File: src/rtl/uart_cmd_sequencer.sv
// Expands one register-file / ALU command into its frame-protocol byte sequence
// and serializes each byte as a UART frame (start, 8 data LSB-first, optional parity, stop).
module uart_cmd_sequencer #(
    parameter int DATA_WIDTH = 8,
    parameter int ADDR_WIDTH = 4,
    parameter int DIV_WIDTH  = 8
) (
    input  logic                  clk,
    input  logic                  rst,
    input  logic                  cmd_valid,
    output logic                  cmd_ready,
    input  logic [1:0]            cmd_type,
    input  logic [ADDR_WIDTH-1:0] cmd_addr,
    input  logic [DATA_WIDTH-1:0] cmd_data,
    input  logic [DATA_WIDTH-1:0] cmd_op_a,
    input  logic [DATA_WIDTH-1:0] cmd_op_b,
    input  logic [3:0]            cmd_alu_fun,
    input  logic                  par_en,
    input  logic                  par_type,
    input  logic [DIV_WIDTH-1:0]  div_ratio,
    output logic                  tx_out,
    output logic                  busy,
    output logic                  frame_done
);

    localparam int BW = $clog2(DATA_WIDTH);

    typedef enum logic [2:0] {IDLE, START, DATA, PARITY, STOP} state_t;

    state_t                state_q;
    logic [1:0]            type_q;
    logic [ADDR_WIDTH-1:0] addr_q;
    logic [DATA_WIDTH-1:0] data_q;
    logic [DATA_WIDTH-1:0] op_a_q;
    logic [DATA_WIDTH-1:0] op_b_q;
    logic [3:0]            fun_q;
    logic                  par_en_q;
    logic                  par_type_q;
    logic [DIV_WIDTH-1:0]  div_q;
    logic [DIV_WIDTH-1:0]  cnt_q;
    logic [BW-1:0]         bit_q;
    logic [1:0]            byte_idx_q;
    logic                  tx_q;
    logic                  done_q;

    logic [DATA_WIDTH-1:0] cur_byte;
    logic [1:0]            last_byte;
    logic [BW-1:0]         bit_next;
    logic                  parity_bit;
    logic                  last_tick;

    // Byte currently on the line, selected from the captured command fields.
    always_comb begin
        cur_byte  = '0;
        last_byte = 2'd1;
        case (type_q)
            2'd0: begin
                last_byte = 2'd2;
                case (byte_idx_q)
                    2'd0:    cur_byte = DATA_WIDTH'(8'hAA);
                    2'd1:    cur_byte = DATA_WIDTH'(addr_q);
                    default: cur_byte = data_q;
                endcase
            end
            2'd1: cur_byte = (byte_idx_q == 2'd0) ? DATA_WIDTH'(8'hBB) : DATA_WIDTH'(addr_q);
            2'd2: begin
                last_byte = 2'd3;
                case (byte_idx_q)
                    2'd0:    cur_byte = DATA_WIDTH'(8'hCC);
                    2'd1:    cur_byte = op_a_q;
                    2'd2:    cur_byte = op_b_q;
                    default: cur_byte = DATA_WIDTH'(fun_q);
                endcase
            end
            default: cur_byte = (byte_idx_q == 2'd0) ? DATA_WIDTH'(8'hDD) : DATA_WIDTH'(fun_q);
        endcase
    end

    assign bit_next   = bit_q + BW'(1);
    assign parity_bit = (^cur_byte) ^ par_type_q;
    assign last_tick  = (cnt_q == div_q - DIV_WIDTH'(1));

    // div_q holds the already-clamped bit period so a zero ratio behaves as one.
    always_ff @(posedge clk) begin
        if (rst) begin
            state_q    <= IDLE;
            cnt_q      <= '0;
            bit_q      <= '0;
            byte_idx_q <= '0;
            tx_q       <= 1'b1;
            done_q     <= 1'b0;
        end else begin
            done_q <= 1'b0;
            case (state_q)
                IDLE: begin
                    if (cmd_valid) begin
                        type_q     <= cmd_type;
                        addr_q     <= cmd_addr;
                        data_q     <= cmd_data;
                        op_a_q     <= cmd_op_a;
                        op_b_q     <= cmd_op_b;
                        fun_q      <= cmd_alu_fun;
                        par_en_q   <= par_en;
                        par_type_q <= par_type;
                        div_q      <= (div_ratio == '0) ? DIV_WIDTH'(1) : div_ratio;
                        cnt_q      <= '0;
                        bit_q      <= '0;
                        byte_idx_q <= '0;
                        tx_q       <= 1'b0;
                        state_q    <= START;
                    end
                end
                START: begin
                    if (last_tick) begin
                        cnt_q   <= '0;
                        bit_q   <= '0;
                        tx_q    <= cur_byte[0];
                        state_q <= DATA;
                    end else begin
                        cnt_q <= cnt_q + DIV_WIDTH'(1);
                    end
                end
                DATA: begin
                    if (last_tick) begin
                        cnt_q <= '0;
                        if (bit_q == BW'(DATA_WIDTH - 1)) begin
                            bit_q <= '0;
                            if (par_en_q) begin
                                tx_q    <= parity_bit;
                                state_q <= PARITY;
                            end else begin
                                tx_q    <= 1'b1;
                                state_q <= STOP;
                            end
                        end else begin
                            bit_q <= bit_next;
                            tx_q  <= cur_byte[bit_next];
                        end
                    end else begin
                        cnt_q <= cnt_q + DIV_WIDTH'(1);
                    end
                end
                PARITY: begin
                    if (last_tick) begin
                        cnt_q   <= '0;
                        tx_q    <= 1'b1;
                        state_q <= STOP;
                    end else begin
                        cnt_q <= cnt_q + DIV_WIDTH'(1);
                    end
                end
                STOP: begin
                    // Next byte's start bit follows the stop bit with no idle gap.
                    if (last_tick) begin
                        cnt_q <= '0;
                        if (byte_idx_q == last_byte) begin
                            tx_q    <= 1'b1;
                            done_q  <= 1'b1;
                            state_q <= IDLE;
                        end else begin
                            byte_idx_q <= byte_idx_q + 2'd1;
                            tx_q       <= 1'b0;
                            state_q    <= START;
                        end
                    end else begin
                        cnt_q <= cnt_q + DIV_WIDTH'(1);
                    end
                end
                default: begin
                    tx_q    <= 1'b1;
                    state_q <= IDLE;
                end
            endcase
        end
    end

    assign tx_out     = tx_q;
    assign frame_done = done_q;
    assign busy       = (state_q != IDLE);
    assign cmd_ready  = (state_q == IDLE);

endmodule

File: config.mk
export PLATFORM = sky130hd
export DESIGN_NAME = uart_cmd_sequencer
export DESIGN_NICKNAME = d
export VERILOG_FILES = /design/src/rtl/uart_cmd_sequencer.sv
export SDC_FILE = /design/constraint.sdc
export NUM_CORES = 1
export LEC_CHECK = 0
export ABC_CLOCK_PERIOD_IN_PS = 7400
export CAP_MARGIN = 20
export CORE_ASPECT_RATIO = 1.5
export CORE_MARGIN = 4
export CORE_UTILIZATION = 68
export DETAILED_ROUTE_END_ITERATION = 12
export DONT_BUFFER_PORTS = 1
export GPL_TIMING_DRIVEN = 0
export PLACE_DENSITY_LB_ADDON = 0.25
export REMOVE_ABC_BUFFERS = 1
export SLEW_MARGIN = 40
export SYNTH_ARGS = -nofsm -noshare
export SYNTH_HDL_FRONTEND = slang
export SYNTH_SLANG_ARGS = --single-unit
export TNS_END_PERCENT = 5
File: constraint.sdc
create_clock -name clk -period 7.4 [get_ports clk]
set_input_delay 0.37 -clock clk [delete_from_list [all_inputs] [get_ports clk]]
set_output_delay 0.37 -clock clk [all_outputs]
set_load 0.01 [all_outputs]
## After elaboration in Yosys (flattened, before gate mapping)

Index checks and enable logic that the tools add are counted.

| storage, ports and cells | value |
|---|---|
| register bits after elaboration | 62 |
| input bits | 47 |
| output and inout bits | 4 |

| cells by class | value |
|---|---|
| add/subtract/negate cells | 4 |
| magnitude comparators | 1 |
| eq/ne operators | 18 |
| multiplexer cells | 38 |
| bitwise logic cells | 4 |
| reductions and logical operators | 17 |

Operators by type and width:

| kind | number |
|---|---|
| 8-bit one-hot mux with 3 select lines | 2 |
| 3-bit two-way mux | 11 |
| 8-bit two-way mux | 4 |
| 8-bit one-hot mux with 2 select lines | 2 |
| 3-bit one-hot mux with 5 select lines | 1 |
| 2-bit != test (second input constant) | 7 |
| 1-bit two-way mux | 10 |
| 3-bit one-hot mux with 3 select lines | 1 |
| 8-bit by 1-bit adder with 8-bit output (second input constant) | 1 |
| 8-bit equality test | 1 |
| 8-bit logical NOT | 1 |
| 2-bit one-hot mux with 2 select lines | 2 |
| 4-bit AND reduction | 2 |
| 8-bit XOR reduction | 1 |
| 8-bit by 1-bit subtractor with 8-bit output (second input constant) | 1 |
| 3-bit by 2-bit equality test with 1-bit output (second input constant) | 2 |
| 3-bit equality test (second input constant) | 2 |
| 2-bit two-way mux | 3 |
| 6-bit AND reduction | 1 |
| 3-bit nonzero test | 2 |
| 1-bit one-hot mux with 5 select lines | 1 |
| 5-bit AND reduction | 1 |
| 2-bit by 1-bit equality test with 1-bit output (second input constant) | 2 |
| 2-bit equality test (second input constant) | 2 |
| other kinds (15) | 19 |

## Logic depth before layout (Yosys ltp)

| logic depth | value |
|---|---|
| word-level depth | 9 |
| gate-level depth with buffers | 12 |
| gate-level depth less buffers | 10 |

## Worst setup path after synthesis

No wires, ideal clock.

| timing | value |
|---|---|
| kind | flip-flop to flip-flop |
| start | register state_q[2] |
| end | register addr_q[0], enable pin |
| library setup time | 0.445 ns |
| arrival time | 2.952 ns |
| slack | 4.003 ns |
| stages on the path, launching flop included | 6 |
| buffers on the path | 1 |
| cells stage by stage | dfxtp_1 > or3_1 > clkbuf_1 > inv_1 > nand2_1 > nor2_1 |

| on the way | value |
|---|---|
| word-level cells in the longest chain between the ends | 2 |

Ends and longest elaborated chain:

| element | RTL line | RTL |
|---|---|---|
| from (decl) | 30 | `state_t state_q;` |
| from (signal assigned) | 86 | `state_q <= IDLE;` |
| from (signal assigned) | 110 | `state_q <= START;` |
| from (signal assigned) | 118 | `state_q <= DATA;` |
| 3-bit logical NOT | n/a |  |
| via cmd_ready | 11 | `output logic cmd_ready,` |
| 3-bit AND reduction (no line) | n/a |  |
| to (signal assigned) | 98 | `addr_q <= cmd_addr;` |
| to (decl) | 32 | `logic [ADDR_WIDTH-1:0] addr_q;` |

The timed path passes the listed nets, and every way through them passes these cells.
A chain may end at the register's enable or synchronous reset.

## Worst setup path after layout

| timing | value |
|---|---|
| start | register div_q[0] |
| end | register tx_q, in the netlist tx_out |

| on the way | value |
|---|---|
| word-level cells in the longest chain between the ends | 4 |
| elaborated cells between the ends (all ways) | 7 |
| those cells by class | 1 x add/sub; 5 x eq/ne; 1 x reduce/logical |

Ends and longest elaborated chain:

| element | RTL line | RTL |
|---|---|---|
| from (decl) | 39 | `logic [DIV_WIDTH-1:0] div_q;` |
| from (signal assigned) | 105 | `div_q <= (div_ratio == '0) ? DIV_WIDTH'(1) : div_ratio;` |
| 8-bit by 1-bit subtractor with 8-bit output (*) | 81 | `assign last_tick = (cnt_q == div_q - DIV_WIDTH'(1));` |
| 8-bit equality test (*) | 81 |  |
| 2-bit != test (no line) | n/a |  |
| 5-bit AND reduction (no line) (*) | n/a |  |
| to (signal assigned) | 117 | `tx_q <= cur_byte[0];` |
| to (signal assigned) | 129 | `tx_q <= parity_bit;` |
| to (signal assigned) | 137 | `tx_q <= cur_byte[bit_next];` |
| to (decl) | 43 | `logic tx_q;` |

Mark *: on every way between the ends. The rest lies on a longest branch, timed or not.

==> summary.txt <==
Run status
  • Status: completed

Worst setup path
  • Crit Path Max Fanout: 11
  • Setup CP Type: reg -> reg
  • Worst setup EP type: flip-flop
  • Req. time, crit path: between 7000 and 8000 ps
  • R2R Path Start: div_q[0]
  • Crit path from: div_q[0]
  • Crit path DAT: 3610 ps
  • CP Launch Type: flip-flop

STA
  • Min Clock Period, post-route: ~3400 ps
  • Clk_skew: 13.08 ps
  • Pin slew with the least headroom to its limit: 615.4 ps
  • RSZ-0062 raised after global routing: no
  • Fmax: 296.1 MHz
  • Slew Limit Fails: 0
  • Slew HR: 0.5897
  • Final setup vio count: 0
  • Total negative slack: 0 ps
  • Hold Vio Cnt, Final: 0
  • Share of the clock period used by the worst path: 0.4564
  • Fin Hold WS: around 77 ps

Global route
  • Vias in the first global route: about 2300
  • Total gr overflow: 0
  • Initial antenna violation count: 0
  • First-pass GRT wire length: between 10000 and 15000 µm
  • Largest net degree at the start of global routing: 23
  • Total GRT Usage: 0.2362

Layout
  • Ant diodes: 0
  • Area delta synth->final: 8.183%
  • Most frequent cells in the layout: 44 x edfxtp_1, 31 x nor2_1, 23 x a21oi_1
  • Commonest non-fill, non-tap cell in the layout: edfxtp_1
  • Layout cell share with drive strength beyond 1: 0.08333
  • Fin util: 0.7694
  • Nets: about 360

Synthesis
  • Yosys top cell by area: edfxtp_1
  • Dominant synthesized flop cell: edfxtp_1
  • Cell variety after synth: 55
  • Number of synthesized flops with an enable pin: 44
  • #FFs+latches synth: 62
  • Syn Std Cell Area: between 3000 and 4000 µm²
  • Post-synthesis sequential area ratio: 0.5163
  • Avg Cell Area, Syn: between 10 and 15 µm²
  • Async SR Flop Fraction: 0
  • Synth warn: 0
  • Largest cells by area after synthesis: edfxtp_1 41%, dfxtp_1 11%, xnor2_1 4.0%
  • Share of the synthesized area in the top cell type: 0.4057
  • Syn Inst Count: 316

CTS
  • Post-CTS setup buffers: 0
  • Clk Latency, worst-skew pair: 350 ps
  • Clk sinks: slightly above 60
  • CTS tree: done
  • CTS Hold Bufs: 0
  • Clock buffer depth: 2
  • Clock root buffer: clkbuf_8
  • Cells resized by post-CTS repair: 0
  • CTS Buf Count: 9
  • CTS H-tree lvls: 3
  • CTS clk-pin slew, worst paths: ~80 ps

Floorplanning
  • Die area: between 5000 and 6000 µm²
  • Row Count: 30
  • Top Ports: 51
  • Die X: 64.51 µm
  • Initial Utilization: 0.7112
  • Die H: 92.76 µm
  • Core area: between 4000 and 5000 µm²

Routing
  • First drt pass iteration count: 5
  • Avg Vias per Cell: between 6 and 7
  • DRT Wirelength: around 6500 µm
  • Initial DRC count: around 210
  • Routed vias: between 2000 and 2500
  • Wirelength per Cell: 17.27 µm
  • Number of remaining DRC errors: 0
  • Post-route ant nets: 0

Placed design
  • Routability cong.: roughly 0.83
  • Post-DP HPWL: about 4600 µm
  • PortBufs: 0

Min path
  • Worst hold path type: in -> reg
  • Hold_sp: rst

Pwr
  • Power Total: around 0.78 mW
  • Lkg Pwr: roughly 1.2 nW
  • VDD IR max: roughly 200 µV
  • Pwr Density: 220.3 nW/µm²

Flow run
  • Max_cap viols: 0
==> critical path: stages (launching register included) <==
cell	delay, ps
edfxtp_1	480
or4_4	570
or3_4	390
a2111oi_4	370
nand4_1	460
o31ai_2	530
a21oi_1	120
o31ai_1	260
a21oi_1	80
==> cell usage after synthesis (2+ instances only) <==
| master | n |
|---|---|
| a211o_1 | 4 |
| a21o_1 | 2 |
| a21oi_1 | 23 |
| a221oi_1 | 7 |
| a22o_1 | 2 |
| a22oi_1 | 4 |
| a31oi_1 | 2 |
| and3_1 | 3 |
| clkbuf_1 | 21 |
| dfxtp_1 | 18 |
| edfxtp_1 | 44 |
| ha_1 | 8 |
| inv_1 | 13 |
| mux2i_1 | 2 |
| nand2_1 | 12 |
| nand2b_1 | 7 |
| nand3_1 | 9 |
| nand3b_1 | 4 |
| nand4_1 | 2 |
| nor2_1 | 32 |
| nor2b_1 | 6 |
| nor3_1 | 9 |
| nor3b_1 | 3 |
| nor4_1 | 3 |
| o211a_1 | 2 |
| o211ai_1 | 3 |
| o21a_1 | 2 |
| o21ai_0 | 16 |
| o311ai_0 | 2 |
| o31ai_1 | 3 |
| or2_2 | 2 |
| or3_1 | 5 |
| xnor2_1 | 15 |
| xor2_1 | 5 |
==> per-stage QoR <==
stage / setup WS, ps / instance area [µm²] / cells
2_1_floorplan: 3956 / 3171 / 294
3_5_place_dp: 4077 / 3301 / 360
6_report: 4022 / 3523 / 376
5_1_grt: 3799 / 3523 / 376
3_3_place_gp: 3246 / 3251 / 358
4_1_cts: 4041 / 3523 / 376
==> power breakdown <==
group / total (mW) / switching (mW) / internal, mW
Combinational: 0.0533 / 0.0318 / 0.0215
Sequential: 0.398 / 0.0102 / 0.388
Clock: 0.325 / 0.135 / 0.190
==> state kept, by name, indices dropped and copies added, names as in the netlist <==
signal,count
byte_idx_q,2
state_q,3
bit_q,3
tx_out,1
type_q,2
par_type_q,1
op_b_q,8
op_a_q,8
div_q,8
data_q,8
par_en_q,1
fun_q,4
cnt_q,8
frame_done,1
addr_q,4
==> worst paths after layout <==
check | depth (start not counted) | slack (ps) | to
hold reg to reg | 2 | 480 | bit_q[2]
setup / recovery | 8 | 4020 | tx_out
hold / removal | 1 | 80 | cnt_q[2]
setup reg to reg | 8 | 4020 | tx_out
==> logic make-up (layout without fill, tap and decap cells) <==
kind of cell,Yosys count,in the layout,synth area share
DFF,62,62,0.5163
AOI/OAI and AO/OA,84,84,0.1806
and+or+nand+nor,105,105,0.1710
xor gates and xnor gates,20,20,0.05378
muxes,2,2,0.006147
adders and majority gates,8,8,0.03073
buffers and inverters,35,31,0.04149
==> final cells by class <==
type                       count  area (µm²)
timing repair buffer           2       42.54
multi-input combinational    219        1448
inverter                      13       48.80
fill                         316        1056
clock inverter                 7       98.84
tap                           64       80.08
sequential                    62        1682
clock buffer                   9       123.9
==> per-layer routing <==
metal	part of all wire	wire, µm	vias to the layer above	global-route usage
met3	0.059	380	19	0.06917
met1	0.37	2409	1122	0.2476
met5	0	0	-	0
met2	0.54	3515	104	0.4241
met4	0.029	186	0	0.1129
li1	-	-	1153	-
No activity file was read; power rests on OpenSTA's default activity.
